--- src/rtl/mem_arb_pkg.sv ---
// Shared types for the CPU/debug data-RAM arbiter: FSM states, grant encoding
// and RAM access-mode constants.
package mem_arb_pkg;

  typedef enum logic [1:0] {
    IDLE   = 2'd0,
    ACCESS = 2'd1,
    RESP   = 2'd2
  } state_t;

  typedef enum logic {
    GNT_CPU = 1'b0,
    GNT_DBG = 1'b1
  } gnt_t;

  localparam logic [1:0] MODE_BYTE = 2'd0;
  localparam logic [1:0] MODE_HALF = 2'd1;
  localparam logic [1:0] MODE_WORD = 2'd2;

endpackage

--- src/rtl/mem_arbiter.sv ---
// Two-port (CPU load/store, debug read-only) arbiter onto a single synchronous data RAM.
// Optional conflict statistics counter enabled by defining MEM_ARB_STAT_EN.
//
// state  | meaning
// IDLE   | wait for a request; latch the round-robin winner's access
// ACCESS | drive the latched access onto the RAM port
// RESP   | RAM data valid; ack the winner and forward ram_rdata
module mem_arbiter
  import mem_arb_pkg::*;
#(
  parameter int ADDR_W = 12,
  parameter int DATA_W = 32
) (
  input  logic              clk,
  input  logic              clr,
  input  logic              cpu_req,
  input  logic              cpu_we,
  input  logic [ADDR_W-1:0] cpu_addr,
  input  logic [DATA_W-1:0] cpu_wdata,
  input  logic [1:0]        cpu_mode,
  output logic [DATA_W-1:0] cpu_rdata,
  output logic              cpu_ack,
  output logic              cpu_stall,
  input  logic              dbg_req,
  input  logic [ADDR_W-1:0] dbg_addr,
  output logic [DATA_W-1:0] dbg_rdata,
  output logic              dbg_ack,
  output logic [ADDR_W-1:0] ram_addr,
  output logic [DATA_W-1:0] ram_wdata,
  output logic [1:0]        ram_mode,
  output logic              ram_we,
  input  logic [DATA_W-1:0] ram_rdata,
  output logic [31:0]       conflict_cnt
);

  state_t            state_q, state_d;
  gnt_t              gnt_sel_q, last_gnt_q, winner;
  logic [ADDR_W-1:0] lat_addr_q;
  logic [DATA_W-1:0] lat_wdata_q;
  logic [1:0]        lat_mode_q;
  logic              lat_we_q;
  logic [DATA_W-1:0] cpu_rdata_q, dbg_rdata_q;
  logic              take;

  // Round-robin: on a tie the requester that did not win last time goes first.
  always_comb begin
    winner = GNT_CPU;
    if (cpu_req && dbg_req) begin
      winner = (last_gnt_q == GNT_CPU) ? GNT_DBG : GNT_CPU;
    end else if (dbg_req) begin
      winner = GNT_DBG;
    end
  end

  assign take = (state_q == IDLE) && (cpu_req || dbg_req);

  always_comb begin
    state_d = state_q;
    cpu_ack = 1'b0;
    dbg_ack = 1'b0;
    ram_we  = 1'b0;
    case (state_q)
      IDLE: begin
        if (take) state_d = ACCESS;
      end
      ACCESS: begin
        ram_we  = lat_we_q && (gnt_sel_q == GNT_CPU) && !clr;
        state_d = RESP;
      end
      RESP: begin
        cpu_ack = (gnt_sel_q == GNT_CPU) && !clr;
        dbg_ack = (gnt_sel_q == GNT_DBG) && !clr;
        state_d = IDLE;
      end
      default: state_d = IDLE;
    endcase
  end

  always_ff @(posedge clk) begin
    if (clr) begin
      state_q     <= IDLE;
      gnt_sel_q   <= GNT_CPU;
      last_gnt_q  <= GNT_DBG;
      lat_addr_q  <= '0;
      lat_wdata_q <= '0;
      lat_mode_q  <= '0;
      lat_we_q    <= 1'b0;
      cpu_rdata_q <= '0;
      dbg_rdata_q <= '0;
    end else begin
      state_q <= state_d;
      if (take) begin
        gnt_sel_q  <= winner;
        last_gnt_q <= winner;
        if (winner == GNT_CPU) begin
          lat_addr_q  <= cpu_addr;
          lat_wdata_q <= cpu_wdata;
          lat_mode_q  <= cpu_mode;
          lat_we_q    <= cpu_we;
        end else begin
          // Debug accesses are always whole-word reads.
          lat_addr_q  <= dbg_addr;
          lat_wdata_q <= '0;
          lat_mode_q  <= MODE_WORD;
          lat_we_q    <= 1'b0;
        end
      end
      if (cpu_ack) cpu_rdata_q <= ram_rdata;
      if (dbg_ack) dbg_rdata_q <= ram_rdata;
    end
  end

  assign ram_addr  = lat_addr_q;
  assign ram_wdata = lat_wdata_q;
  assign ram_mode  = lat_mode_q;

  assign cpu_rdata = cpu_ack ? ram_rdata : cpu_rdata_q;
  assign dbg_rdata = dbg_ack ? ram_rdata : dbg_rdata_q;
  assign cpu_stall = cpu_req && !cpu_ack;

`ifdef MEM_ARB_STAT_EN
  logic [31:0] conflict_q;

  always_ff @(posedge clk) begin
    if (clr) begin
      conflict_q <= '0;
    end else if (cpu_req && dbg_req && !(cpu_ack || dbg_ack)) begin
      conflict_q <= conflict_q + 32'd1;
    end
  end

  assign conflict_cnt = conflict_q;
`else
  assign conflict_cnt = '0;
`endif

endmodule

--- config.mk ---
export PLATFORM = sky130hd
export DESIGN_NAME = mem_arbiter
export DESIGN_NICKNAME = d
export VERILOG_FILES = /design/src/rtl/mem_arb_pkg.sv /design/src/rtl/mem_arbiter.sv
export SDC_FILE = /design/constraint.sdc
export NUM_CORES = 1
export LEC_CHECK = 0
export CAP_MARGIN = 20
export CELL_PAD_IN_SITES_DETAIL_PLACEMENT = 0
export CELL_PAD_IN_SITES_GLOBAL_PLACEMENT = 2
export CORE_MARGIN = 2
export CORE_UTILIZATION = 23
export DETAILED_ROUTE_END_ITERATION = 10
export PLACE_DENSITY = 0.94
export SKIP_LAST_GASP = 1
export SLEW_MARGIN = 20
export SYNTH_ARGS = -nofsm -noshare
export SYNTH_HDL_FRONTEND = slang
export SYNTH_SLANG_ARGS = --single-unit
--- constraint.sdc ---
create_clock -name clk -period 3.87 [get_ports clk]
set_clock_uncertainty 0.15 [all_clocks]
set_input_delay 0.774 -clock clk [delete_from_list [all_inputs] [get_ports clk]]
set_output_delay 0.774 -clock clk [all_outputs]
set_load 0.1 [all_outputs]
# Yosys cells after proc, flatten, opt, wreduce, memory -nomap -nowiden
# Index checks and enable logic that the tools add are counted.
[totals]
in_bits = 95
wordCells = 38
register_bits = 115
out_inout_bits = 146
[classes]
n_eq_ne = 3
n_reduce_logical = 11
muxes = 14
bitwise_logic = 1
[ops]
columns = ["operator", "n"]
rows = [
  ["$mux W32", 3],
  ["$mux W12", 1],
  ["$logic_and A1 B1 Y1", 7],
  ["$mux W1", 7],
  ["$mux W2", 2],
  ["$pmux W2 S2", 1],
  ["$eq A2 B1 Y1 const B", 1],
  ["$eq A2 B2 Y1 const B", 1],
  ["$logic_not A1 Y1", 2],
  ["$logic_not A2 Y1", 1],
  ["$ne A2 B2 Y1 const B", 1],
  ["$logic_or A1 B1 Y1", 1],
  ["$not A1 Y1", 1],
]

# Longest topological paths before layout
# Gate-level depths: netlist (run 1).
[logic_depth]
word_depth = 5
ltp_mapped = 7
mapped_depth_nobuf = 4

# Least setup slack after synthesis (run 1)
# OpenSTA, ideal clock, no wires.
[synth_timing]
path_kind = "input -> output"
start = "in clr"
end = "out dbg_rdata[22]"
stages = 6
required_time_ps = 2946
n_path_buf = 2
path_slack_ps = -130
t_arrival_ps = 3076
cell_sequence = "nand4bb_1 > clkbuf_1 > inv_2 > clkbuf_1 > nand2_1 > nand2_1"
[synth_via]
elab_chain_cells = 4
[synth_lines]
columns = ["item", "line", "rtl"]
rows = [
  ["start, declared", "mem_arbiter.sv:15", "input logic clr,"],
  ["$logic_not A1 Y1", "mem_arbiter.sv:72", "dbg_ack = (gnt_sel_q == GNT_DBG) && !clr;"],
  ["$logic_and A1 B1 Y1", "mem_arbiter.sv:72", ""],
  ["$mux W1", "mem_arbiter.sv:62", "case (state_q)"],
  ["named net dbg_ack", "mem_arbiter.sv:27", "output logic dbg_ack,"],
  ["$mux W32", "n/a", ""],
  ["end, declared", "mem_arbiter.sv:26", "output logic [DATA_W-1:0] dbg_rdata,"],
]
# The timed path passes the listed nets, and every way through them passes these cells.

# Final worst setup path (run 1)
[layout_timing]
start = "in clr"
end = "out dbg_rdata[0]"
[layout_via]
elab_chain_cells = 4
[layout_lines]
columns = ["item", "line"]
rows = [
  ["$logic_not A1 Y1", "mem_arbiter.sv:72"],
  ["$logic_and A1 B1 Y1", "mem_arbiter.sv:72"],
  ["$mux W1", "mem_arbiter.sv:62"],
  ["$mux W32", "n/a"],
]
# Every way passes these cells.

==> impl_metrics.prom, run 1 <==
# TYPE chip_impl_metric gauge
chip_impl_metric{name="final_util",unit="%"} 39.9
chip_impl_metric{name="finalWorstPathRequiredPeriod",unit="ns"} 3.16
chip_impl_metric{name="cp_slowest_stage_delay",unit="ns"} 0.51
chip_impl_metric{name="synth-edff-count",unit=""} 0
chip_impl_metric{name="crit_path_max_fanout",unit=""} 33
chip_impl_metric{name="syn2layout_area_growth",unit="%"} 71.5
chip_impl_metric{name="yosysSeqAreaShare",unit="%"} 47.4
chip_impl_metric{name="syn-mean-instance-area",unit="µm²"} 7.77
chip_impl_metric{name="drcViolationCount",unit=""} 0
chip_impl_metric{name="switching_share",unit="%"} 33.7
chip_impl_metric{name="boundaryPins",unit=""} 241
chip_impl_metric{name="final_layout_size_suffix_gt1_share",unit="%"} 18.8
chip_impl_metric{name="synth_cells",unit=""} 626
chip_impl_metric{name="post_cts_resize_count",unit=""} 0
chip_impl_metric{name="synthAdderAreaFrac",unit="%"} 0
chip_impl_metric{name="grt_start_max_net_pins",unit=""} 81
chip_impl_metric{name="tritoncts_num_sinks",unit=""} 115
chip_impl_metric{name="drtPass1Iterations",unit=""} 4
chip_impl_metric{name="total_leakage_power",unit="nW"} 3.42
chip_impl_metric{name="post_drt_wl_per_cell",unit="µm"} 14.7
chip_impl_metric{name="clock_power_share",unit="%"} 42.6
chip_impl_metric{name="placement.io_buffers",unit=""} 208
chip_impl_metric{name="fmaxAchievable",unit="MHz"} 316
chip_impl_info{name="clockRootBuffer",value="clkbuf_16"} 1
chip_impl_metric{name="clock_path_buffers",unit=""} 2
chip_impl_metric{name="antenna_violating_nets_post_route",unit=""} 0
chip_impl_metric{name="core-area",unit="µm²"} 20900
chip_impl_metric{name="post_cts.repair.setup_buffers",unit=""} 0
chip_impl_metric{name="global_route.usage.total",unit="%"} 14.5
chip_impl_metric{name="number_of_global_route_vias_before_repair",unit=""} 4641
chip_impl_info{name="library_cell_contributing_the_largest_single_delay_on_the_critical_path",value="inv_2"} 1
chip_impl_metric{name="ys_ff_latch",unit=""} 115
chip_impl_info{name="worst_setup_path_category",value="in -> out"} 1
chip_impl_metric{name="setup_viol_count_final",unit=""} 0
chip_impl_info{name="worstPathCellList",value="buf_4, nand4bb_2, inv_2, nand2_1, nand2_1, buf_12"} 1
chip_impl_metric{name="routed-via-count",unit=""} 4887
chip_impl_metric{name="floorplan.die_area",unit="µm²"} 22300
chip_impl_metric{name="power-per-cell-area",unit="nW/µm²"} 480
chip_impl_metric{name="cts-hold-fix-buffers",unit=""} 0
chip_impl_metric{name="cp.required",unit="ns"} 2.95
chip_impl_metric{name="antenna_violations_before_repair",unit=""} 0
chip_impl_metric{name="max-cap-violations",unit=""} 0
chip_impl_metric{name="die_height",unit="µm"} 149
chip_impl_metric{name="total_number_of_nets_in_the_final_design",unit=""} 911
chip_impl_metric{name="die_width",unit="µm"} 149
chip_impl_metric{name="gpl.final_weighted_congestion",unit=""} 0.738
chip_impl_metric{name="synth_warnings",unit=""} 0
chip_impl_info{name="cp_launch_type",value="input port"} 1
chip_impl_info{name="predominant_post_synthesis_flop_cell",value="dfxtp_1"} 1
chip_impl_metric{name="maxSlewHeadroom",unit="%"} 30.8
chip_impl_metric{name="max-vdd-ir-drop",unit="mV"} 0.270
chip_impl_metric{name="clk_pin_slew_worst_paths",unit="ns"} 0.05
chip_impl_metric{name="final-hold-violation-count",unit=""} 0
chip_impl_metric{name="async_reset_ff_share",unit="%"} 0
chip_impl_metric{name="cell_internal_pwr",unit="W"} 0.00265
chip_impl_metric{name="number_of_drc_markers_after_the_initial_detailed_route_iteration",unit=""} 179
chip_impl_metric{name="gr-total-overflow",unit=""} 0
chip_impl_info{name="clock_tree_from_tritoncts",value="built"} 1
chip_impl_metric{name="initial_util",unit="%"} 23.3
chip_impl_metric{name="drt_wl_total",unit="µm"} 16200
chip_impl_metric{name="syn_area",unit="µm²"} 4860
chip_impl_metric{name="insertedDiodeCount",unit=""} 0
chip_impl_metric{name="rows",unit=""} 53
chip_impl_metric{name="p_seq_share",unit="%"} 31.7
chip_impl_metric{name="comb_power_share",unit="%"} 25.7
chip_impl_metric{name="p_total",unit="W"} 0.00400
chip_impl_metric{name="compound_cell_area_share_of_the_yosys_netlist",unit="%"} 19.4
chip_impl_metric{name="max_slew_vio_count",unit=""} 0
chip_impl_info{name="worst_path_most_repeated_cell",value="nand2_1"} 1
chip_impl_metric{name="yosys.area_share.xor_xnor",unit="%"} 0
chip_impl_metric{name="arrival",unit="ns"} 2.24
chip_impl_metric{name="insertion_delay",unit="ns"} 0.41
chip_impl_metric{name="tritoncts.num_buffers",unit=""} 17
chip_impl_metric{name="post-dp-hpwl",unit="µm"} 11000
chip_impl_metric{name="layout_worst_path_cycle_share",unit="%"} 81.7
chip_impl_info{name="critPathCaptureType",value="primary output"} 1
chip_impl_metric{name="yosysUniqueCellTypes",unit=""} 30
chip_impl_metric{name="netSwitchingPower",unit="W"} 0.00135
chip_impl_info{name="status",value="finished, final reports clean"} 1
chip_impl_metric{name="yosys-mux-area-fraction",unit="%"} 0
chip_impl_metric{name="cts-htree-levels",unit=""} 4
chip_impl_info{name="synth_top_family_by_area",value="simple AND/OR/NAND/NOR gates"} 1
chip_impl_info{name="kind_of_path_behind_the_tightest_hold_check",value="reg -> reg"} 1
chip_impl_metric{name="worstMarginPinSlew",unit="ns"} 1.04
chip_impl_metric{name="post_synth_and_or_nand_nor_area_fraction",unit="%"} 23.3
chip_impl_info{name="grt_setup_unrepaired",value="false"} 1
chip_impl_metric{name="via_per_inst",unit=""} 4.43
chip_impl_metric{name="fin_setup_tns",unit="ns"} 0
chip_impl_metric{name="first_pass_grt_wire_length",unit="µm"} 25000
-- power groups by stage --
stage	combinational [W]	sequential, W	clock (W)
3_5_place_dp	0.00103	0.00129	0
4_1_cts	0.00103	0.00127	0.00175
2_1_floorplan	0.000445	0.00159	0
6_report	0.00103	0.00127	0.00170
5_1_grt	0.00107	0.00127	0.00181
3_3_place_gp	0.00103	0.00129	0
-- worst max-delay path: cells and delay by family --
family	cells	cell delay, ns
buffers and inverters	3	0.83
AND/OR/NAND/NOR	3	0.63
-- layer usage --
layer	up-vias	track usage, %	part of all wire, %
met3	14	6.76	9.3
li1	2403	-	-
met1	2282	17.1	42
met4	0	4.67	1.3
met2	188	23.5	47
met5	-	0	0
-- registers in the layout, indices dropped and copies added (netlist names) --
| name | count |
|---|---|
| cpu_rdata_q | 32 |
| dbg_rdata_q | 32 |
| gnt_sel_q | 1 |
| last_gnt_q | 1 |
| lat_we_q | 1 |
| ram_addr | 12 |
| ram_mode | 2 |
| ram_wdata | 32 |
| state_q | 2 |
-- cells by family after synthesis --
kind of cell	after synthesis
AOI/OAI and AO/OA	163
buffers and inverters	81
DFF	115
other	1
and+or+nand+nor	266
-- synthesized netlist by cell type, types with 2 or more instances --
library cell | number | area (µm²)
nand2_1 | 199 | 747
dfxtp_1 | 115 | 2300
a21oi_1 | 93 | 465
o21ai_0 | 35 | 175
nand3_1 | 34 | 170
buf_4 | 32 | 240
clkbuf_1 | 31 | 116
a21oi_2 | 19 | 166
nand2_2 | 19 | 119
a311oi_1 | 12 | 105
buf_2 | 10 | 50.1
buf_6 | 5 | 56.3
nor2_1 | 4 | 15.0
a21o_1 | 2 | 15.0
-- path summary, 6_finish.rpt --
path                                   from                   endpoint  slack (ns)  cells past startpoint
hold / removal    dbg_rdata_q[0]$_SDFF_PP0_  dbg_rdata_q[0]$_SDFF_PP0_        0.31                      2
setup reg to reg    state_q[1]$_SDFFE_PP0P_   ram_addr[8]$_SDFFE_PP0P_        1.68                      4
setup / recovery                        clr               dbg_rdata[0]        0.71                      6
hold reg to reg   dbg_rdata_q[0]$_SDFF_PP0_  dbg_rdata_q[0]$_SDFF_PP0_        0.31                      2
-- metrics by stage --
step / setup slack, ns / hold slack (ns) / area (µm²) / cells
2_1_floorplan: 0.358 / 0.294 / 4980 / 657
3_3_place_gp: 0.690 / 0.300 / 7700 / 1072
3_5_place_dp: 0.687 / 0.306 / 7700 / 1072
4_1_cts: 0.677 / 0.313 / 8340 / 1104
5_1_grt: 0.559 / 0.330 / 8340 / 1104
6_report: 0.708 / 0.311 / 8340 / 1104
-- area by class of cell --
type	instances	area (µm²)
fillers	2117	12600
flip-flops and latches	115	2300
multi-input cells	461	2210
clock inverters	9	150
inverters	2	12.5
clock buffers	23	488
repair buffers	219	2830
well taps	275	344
-- cells in the final DEF, fill, tap and decap left out, drive strengths merged, types with 2 or more instances in the layout --
cell type and count:
a21o 2, a21oi 112, a311oi 12, buf 80, bufinv 4, clkbuf 23
clkdlybuf4s50 139, clkinv 4, clkinvlp 2, conb 32, dfxtp 115, nand2 218
nand3 34, nor2 4, o21ai 35, or2 2
Note: power is estimated with default switching activity, not from simulation.
==> inputs of run 2 (changes only) <==
--- a/config.mk
+++ b/config.mk
@@ -9,9 +9,9 @@
 export CELL_PAD_IN_SITES_DETAIL_PLACEMENT = 0
 export CELL_PAD_IN_SITES_GLOBAL_PLACEMENT = 2
 export CORE_MARGIN = 2
-export CORE_UTILIZATION = 23
+export CORE_UTILIZATION = 21
 export DETAILED_ROUTE_END_ITERATION = 10
-export PLACE_DENSITY = 0.94
+export PLACE_DENSITY = 0.87
 export SKIP_LAST_GASP = 1
 export SLEW_MARGIN = 20
 export SYNTH_ARGS = -nofsm -noshare
==> constraint.sdc (replaced) <==
create_clock -name clk -period 3.3 [get_ports clk]
set_clock_uncertainty 0.15 [all_clocks]
set_input_delay 0.66 -clock clk [delete_from_list [all_inputs] [get_ports clk]]
set_output_delay 0.66 -clock clk [all_outputs]
set_load 0.1 [all_outputs]
==> impl_metrics.prom, run 2 (same netlist as run 1, synthesis figures left out) <==
# TYPE chip_impl_metric gauge
chip_impl_info{name="status",value="finished, final reports clean"} 1
chip_impl_metric{name="rows",unit=""} 55
chip_impl_metric{name="cp_num_cells",unit=""} 5
chip_impl_metric{name="layout_worst_path_cycle_share",unit="%"} 91.0
chip_impl_info{name="worst_setup_path_category",value="reg -> out"} 1
chip_impl_metric{name="die_width",unit="µm"} 156
chip_impl_metric{name="global_route.usage.total",unit="%"} 13.3
chip_impl_metric{name="boundaryPins",unit=""} 241
chip_impl_metric{name="total_number_of_nets_in_the_final_design",unit=""} 912
chip_impl_info{name="timing.rr.start",value="state_q[1]$_SDFFE_PP0P_"} 1
chip_impl_metric{name="design_area",unit="µm²"} 8250
chip_impl_metric{name="gpl.final_weighted_congestion",unit=""} 0.735
chip_impl_metric{name="critical_path.n_buffers_inverters",unit=""} 2
chip_impl_metric{name="tritoncts.num_buffers",unit=""} 17
chip_impl_info{name="clockRootBuffer",value="clkbuf_16"} 1
chip_impl_metric{name="cts-htree-levels",unit=""} 4
chip_impl_metric{name="cts-hold-fix-buffers",unit=""} 0
chip_impl_info{name="cp_launch_type",value="flop"} 1
chip_impl_info{name="cpLargestDelayFamily",value="simple AND/OR/NAND/NOR gates"} 1
chip_impl_metric{name="minimum_setup_slack_among_reg_to_reg_paths",unit="ns"} 1.35
chip_impl_metric{name="worstMarginPinSlew",unit="ns"} 0.986
chip_impl_metric{name="number_of_drc_markers_after_the_initial_detailed_route_iteration",unit=""} 134
chip_impl_info{name="mostFrequentLayoutCell",value="nand2_1"} 1
chip_impl_metric{name="final-hold-violation-count",unit=""} 0
chip_impl_metric{name="insertion_delay",unit="ns"} 0.40
chip_impl_metric{name="post_cts.repair.setup_buffers",unit=""} 0
chip_impl_metric{name="fin_setup_tns",unit="ns"} 0
chip_impl_info{name="worst_path_most_repeated_cell",value="nand2_1"} 1
chip_impl_metric{name="final_layout_size_suffix_gt1_share",unit="%"} 24.3
chip_impl_metric{name="drtPass1Iterations",unit=""} 4
chip_impl_metric{name="r2r.worst_path.cells",unit=""} 3
chip_impl_metric{name="clk_pin_slew_worst_paths",unit="ns"} 0.06
chip_impl_info{name="library_cell_contributing_the_largest_single_delay_on_the_critical_path",value="or4b_4"} 1
chip_impl_metric{name="fmaxAchievable",unit="MHz"} 333
chip_impl_metric{name="tritoncts_num_sinks",unit=""} 115
chip_impl_metric{name="initial_util",unit="%"} 21.4
chip_impl_metric{name="insertedDiodeCount",unit=""} 0
chip_impl_metric{name="grt_start_max_net_pins",unit=""} 50
chip_impl_info{name="grt_setup_unrepaired",value="false"} 1
chip_impl_metric{name="antenna_violating_nets_post_route",unit=""} 0
chip_impl_metric{name="worst_hold_path_depth",unit=""} 2
chip_impl_info{name="hold_path_end",value="dbg_rdata_q[8]$_SDFF_PP0_"} 1
chip_impl_metric{name="number_of_global_route_vias_before_repair",unit=""} 4603
chip_impl_info{name="worstPathCellList",value="or4b_4, clkinv_4, nand2_1, nand2_1, buf_12"} 1
chip_impl_metric{name="max-cap-violations",unit=""} 0
chip_impl_metric{name="power-per-cell-area",unit="nW/µm²"} 561
chip_impl_metric{name="max_slew_vio_count",unit=""} 0
chip_impl_metric{name="cp_slowest_stage_delay",unit="ns"} 0.56
chip_impl_info{name="most-common-layout-cells",value="nand2_1 (199), dfxtp_1 (115), a21oi_1 (93), clkdlybuf4s50_1 (93), buf_12 (69)"} 1
chip_impl_info{name="critPathCaptureType",value="primary output"} 1
chip_impl_metric{name="max-vdd-ir-drop",unit="mV"} 0.304
chip_impl_metric{name="placed_cell_area",unit="µm²"} 7630
chip_impl_metric{name="final.fill_count",unit=""} 2334
chip_impl_metric{name="clock_path_buffers",unit=""} 2
chip_impl_metric{name="post_drt_wl_per_cell",unit="µm"} 14.8
chip_impl_metric{name="finalWorstPathRequiredPeriod",unit="ns"} 3.00
chip_impl_info{name="kind_of_path_behind_the_tightest_hold_check",value="reg -> reg"} 1
chip_impl_metric{name="drcViolationCount",unit=""} 0
chip_impl_metric{name="die_height",unit="µm"} 156
chip_impl_metric{name="cp.required",unit="ns"} 2.49
chip_impl_metric{name="core-area",unit="µm²"} 22700
chip_impl_metric{name="crit_path_max_fanout",unit=""} 33
chip_impl_metric{name="floorplan.die_area",unit="µm²"} 24400
chip_impl_metric{name="first_pass_grt_wire_length",unit="µm"} 25200
chip_impl_metric{name="via_per_inst",unit=""} 4.33
chip_impl_metric{name="arrival",unit="ns"} 2.19
chip_impl_metric{name="routed-via-count",unit=""} 4831
chip_impl_metric{name="antenna_violations_before_repair",unit=""} 0
chip_impl_metric{name="area_of_combinational_cells_with_multiple_inputs",unit="µm²"} 2210
chip_impl_metric{name="maxSlewHeadroom",unit="%"} 34.0
chip_impl_metric{name="gr-total-overflow",unit=""} 0
chip_impl_metric{name="setup_viol_count_final",unit=""} 0
chip_impl_metric{name="placement.io_buffers",unit=""} 208
chip_impl_metric{name="post-dp-hpwl",unit="µm"} 11400
chip_impl_metric{name="ff_latch_area",unit="µm²"} 2300
chip_impl_metric{name="total_leakage_power",unit="nW"} 3.50
chip_impl_metric{name="post_cts_resize_count",unit=""} 0
chip_impl_info{name="min_from",value="dbg_rdata_q[8]$_SDFF_PP0_"} 1
chip_impl_metric{name="drt_wl_total",unit="µm"} 16500
chip_impl_info{name="crit-reg2reg-capture",value="ram_addr[7]$_SDFFE_PP0P_"} 1
chip_impl_metric{name="syn2layout_area_growth",unit="%"} 69.7
chip_impl_info{name="clock_tree_from_tritoncts",value="built"} 1
run 2: worst register-to-register path, stage by stage (launching register included):
cell and delay (ns):
dfxtp_1 0.38, or2_1 0.28, nor2_1 0.77, a311oi_1 0.21
run 2: through the flow:
step	hold WS, ns	cells	setup WS [ns]	utilization, %	total power, W
2_1_floorplan	0.294	657	0.0156	-	0.00238
3_3_place_gp	0.301	1083	0.346	33.6	0.00271
3_5_place_dp	0.306	1083	0.342	33.6	0.00272
4_1_cts	0.314	1115	0.222	36.3	0.00470
5_1_grt	0.321	1115	0.138	36.3	0.00480
6_report	0.311	1115	0.297	36.3	0.00463
run 2: layout make-up:
cell class	count	area share [%]
Clock buffer	22	5.63
Clock inverter	10	1.88
Inverter	2	0.152
Multi-Input combinational cell	461	26.8
Sequential cell	115	27.9
Tap cell	285	4.32
Timing Repair Buffer	220	33.3
run 2: worst max path at each step:
stage                                  startpoint       endpoint
after floorplan                               clr  cpu_rdata[22]
after global placement                        clr  cpu_rdata[28]
after detailed placement                      clr  cpu_rdata[28]
after CTS                 state_q[1]$_SDFFE_PP0P_  cpu_rdata[28]
after global routing      state_q[1]$_SDFFE_PP0P_   cpu_rdata[3]
final                     state_q[1]$_SDFFE_PP0P_   cpu_rdata[3]
run 2: where the power goes:
group,switching [W],leakage (nW),internal [W]
logic,0.000889,2.27,0.000305
registers,0.0000334,0.936,0.00145
clock network,0.000650,0.300,0.00130
run 2: routing by layer:
layer / global-route usage (%) / share of wire (%) / up-vias
met3: 5.19 / 7.9 / 13
met5: 0 / 0 / -
li1: - / - / 2405
met1: 15.8 / 42 / 2232
met2: 22.2 / 49 / 181
met4: 4.11 / 1.5 / 0
==> inputs of run 3 (changes only) <==
--- a/config.mk
+++ b/config.mk
@@ -11,6 +11,7 @@
 export CORE_MARGIN = 2
 export CORE_UTILIZATION = 21
 export DETAILED_ROUTE_END_ITERATION = 10
+export MAX_ROUTING_LAYER = met4
 export PLACE_DENSITY = 0.87
 export SKIP_LAST_GASP = 1
 export SLEW_MARGIN = 20
==> impl_metrics.prom, run 3 (same netlist as run 1, synthesis figures left out) <==
# TYPE chip_impl_metric gauge
chip_impl_info{name="status",value="finished, final reports clean"} 1
chip_impl_metric{name="global_route.usage.total",unit="%"} 13.7
chip_impl_metric{name="finalWorstPathRequiredPeriod",unit="ns"} 3.01
chip_impl_metric{name="drt_wl_total",unit="µm"} 16500
chip_impl_metric{name="antenna_violations_before_repair",unit=""} 0
chip_impl_metric{name="final_util",unit="%"} 36.3
chip_impl_metric{name="total_number_of_nets_in_the_final_design",unit=""} 912
chip_impl_metric{name="gpl.final_weighted_congestion",unit=""} 0.744
chip_impl_metric{name="final.fill_count",unit=""} 2334
chip_impl_info{name="most-common-layout-cells",value="nand2_1 (199), dfxtp_1 (115), a21oi_1 (93), clkdlybuf4s50_1 (93), buf_12 (69)"} 1
chip_impl_info{name="worst_path_most_repeated_cell",value="nand2_1"} 1
chip_impl_metric{name="cp.required",unit="ns"} 2.49
chip_impl_metric{name="final_critical_path_setup_slack",unit="ns"} 0.292
chip_impl_info{name="mostFrequentLayoutCell",value="nand2_1"} 1
chip_impl_metric{name="core-area",unit="µm²"} 22700
chip_impl_metric{name="number_of_global_route_vias_before_repair",unit=""} 4611
chip_impl_info{name="critPathCaptureType",value="primary output"} 1
chip_impl_metric{name="layout_worst_path_cycle_share",unit="%"} 91.2
chip_impl_metric{name="cts-htree-levels",unit=""} 4
chip_impl_metric{name="setup_viol_count_final",unit=""} 0
chip_impl_metric{name="syn2layout_area_growth",unit="%"} 69.7
chip_impl_metric{name="initial_util",unit="%"} 21.4
chip_impl_info{name="worstPathCellList",value="or4b_4, clkinv_4, nand2_1, nand2_1, buf_12"} 1
chip_impl_metric{name="place_inst",unit=""} 1083
chip_impl_metric{name="max_slew_vio_count",unit=""} 0
chip_impl_metric{name="drcViolationCount",unit=""} 0
chip_impl_metric{name="max-vdd-ir-drop",unit="mV"} 0.303
chip_impl_metric{name="floorplan.die_area",unit="µm²"} 24400
chip_impl_metric{name="placement.setup.worst_slack",unit="ns"} 0.342
chip_impl_metric{name="post_cts_resize_count",unit=""} 0
chip_impl_metric{name="maxSlewHeadroom",unit="%"} 33.0
chip_impl_info{name="crit-reg2reg-capture",value="ram_addr[7]$_SDFFE_PP0P_"} 1
chip_impl_metric{name="number_of_drc_markers_after_the_initial_detailed_route_iteration",unit=""} 176
chip_impl_metric{name="first_pass_grt_wire_length",unit="µm"} 25200
chip_impl_info{name="kind_of_path_behind_the_tightest_hold_check",value="reg -> reg"} 1
chip_impl_info{name="cp_launch_type",value="flop"} 1
chip_impl_metric{name="post_drt_wl_per_cell",unit="µm"} 14.8
chip_impl_metric{name="die_height",unit="µm"} 156
chip_impl_metric{name="post-dp-hpwl",unit="µm"} 11400
chip_impl_metric{name="drtPass1Iterations",unit=""} 4
chip_impl_metric{name="fmaxAchievable",unit="MHz"} 332
chip_impl_info{name="worst_setup_path_category",value="reg -> out"} 1
chip_impl_metric{name="boundaryPins",unit=""} 241
chip_impl_metric{name="arrival",unit="ns"} 2.20
chip_impl_info{name="hold_path_end",value="cpu_rdata_q[1]$_SDFF_PP0_"} 1
chip_impl_metric{name="final_layout_size_suffix_gt1_share",unit="%"} 24.3
chip_impl_info{name="min_from",value="cpu_rdata_q[1]$_SDFF_PP0_"} 1
chip_impl_metric{name="insertion_delay",unit="ns"} 0.40
chip_impl_metric{name="tritoncts_num_sinks",unit=""} 115
chip_impl_metric{name="crit_path_max_fanout",unit=""} 33
chip_impl_info{name="grt_setup_unrepaired",value="false"} 1
chip_impl_metric{name="routed-via-count",unit=""} 4807
chip_impl_info{name="clock_tree_from_tritoncts",value="built"} 1
chip_impl_metric{name="r2r.worst_path.cells",unit=""} 3
chip_impl_metric{name="via_per_inst",unit=""} 4.31
chip_impl_metric{name="gr-total-overflow",unit=""} 0
chip_impl_metric{name="cts-hold-fix-buffers",unit=""} 0
chip_impl_metric{name="rows",unit=""} 55
chip_impl_metric{name="worstMarginPinSlew",unit="ns"} 1.00
chip_impl_metric{name="cp_slowest_stage_delay",unit="ns"} 0.56
chip_impl_metric{name="worst_hold_path_depth",unit=""} 2
chip_impl_metric{name="clock_path_buffers",unit=""} 2
chip_impl_metric{name="antenna_violating_nets_post_route",unit=""} 0
chip_impl_metric{name="insertedDiodeCount",unit=""} 0
chip_impl_metric{name="fin_setup_tns",unit="ns"} 0
chip_impl_metric{name="tritoncts.num_buffers",unit=""} 17
chip_impl_metric{name="final-hold-violation-count",unit=""} 0
chip_impl_metric{name="minimum_setup_slack_among_reg_to_reg_paths",unit="ns"} 1.33
chip_impl_metric{name="max-cap-violations",unit=""} 0
chip_impl_metric{name="placement.io_buffers",unit=""} 208
chip_impl_metric{name="power-per-cell-area",unit="nW/µm²"} 561
chip_impl_metric{name="grt_start_max_net_pins",unit=""} 50
chip_impl_metric{name="total_leakage_power",unit="nW"} 3.50
chip_impl_info{name="library_cell_contributing_the_largest_single_delay_on_the_critical_path",value="or4b_4"} 1
chip_impl_metric{name="clk_pin_slew_worst_paths",unit="ns"} 0.05
chip_impl_metric{name="finalNonFillerCells",unit=""} 1115
chip_impl_metric{name="p_total",unit="W"} 0.00463
chip_impl_info{name="timing.rr.start",value="state_q[1]$_SDFFE_PP0P_"} 1
chip_impl_metric{name="die_width",unit="µm"} 156
chip_impl_metric{name="post_cts.repair.setup_buffers",unit=""} 0
chip_impl_info{name="clockRootBuffer",value="clkbuf_16"} 1
[run 3: cell counts in the layout (fill, tap and decap cells not counted)]
Identical to the previous run, type by type.
[run 3: critical path: cells and delay by family (launching register included)]
family,cells,cell delay (ns)
and+or+nand+nor,3,0.82
DFF,1,0.46
buffers and inverters,2,0.49
[run 3: layout make-up]
type	instances	area (µm²)	share of cell area (%)
inverters	2	12.5	0.152
multi-input cells	461	2210	26.8
well taps	285	357	4.32
flip-flops and latches	115	2300	27.9
repair buffers	220	2750	33.3
clock buffers	22	464	5.63
clock inverters	10	155	1.88
[run 3: worst max-delay path by stage]
stage / to / slack (ns) / from / cells after the start
after detailed placement: cpu_rdata[28] / 0.34 / clr / 6
after global routing: cpu_rdata[3] / 0.14 / state_q[1]$_SDFFE_PP0P_ / 5
after global placement: cpu_rdata[28] / 0.35 / clr / 6
final: cpu_rdata[7] / 0.29 / state_q[1]$_SDFFE_PP0P_ / 5
after CTS: cpu_rdata[28] / 0.22 / state_q[1]$_SDFFE_PP0P_ / 5
after floorplan: cpu_rdata[22] / 0.02 / clr / 7
[run 3: through the flow]
step	hold WS (ns)	instance area (µm²)
final	0.311	8250
after global routing	0.321	8250
after floorplan	0.294	4980
after global placement	0.301	7630
after detailed placement	0.306	7630
after CTS	0.314	8250
[run 3: report_power, final]
group	internal, W	switching [W]	total (W)
combinational	0.000304	0.000889	0.00119
sequential	0.00145	0.0000337	0.00149
clock	0.00130	0.000650	0.00195
[run 3: per-layer routing]
| layer | GRT usage, % | share of wire, % | vias to the layer above |
|---|---|---|---|
| met4 | 4.11 | 1.5 | 0 |
| met5 | - | 0 | - |
| li1 | - | - | 2407 |
| met3 | 4.14 | 6.1 | 15 |
| met2 | 22.1 | 48 | 177 |
| met1 | 16.6 | 44 | 2208 |
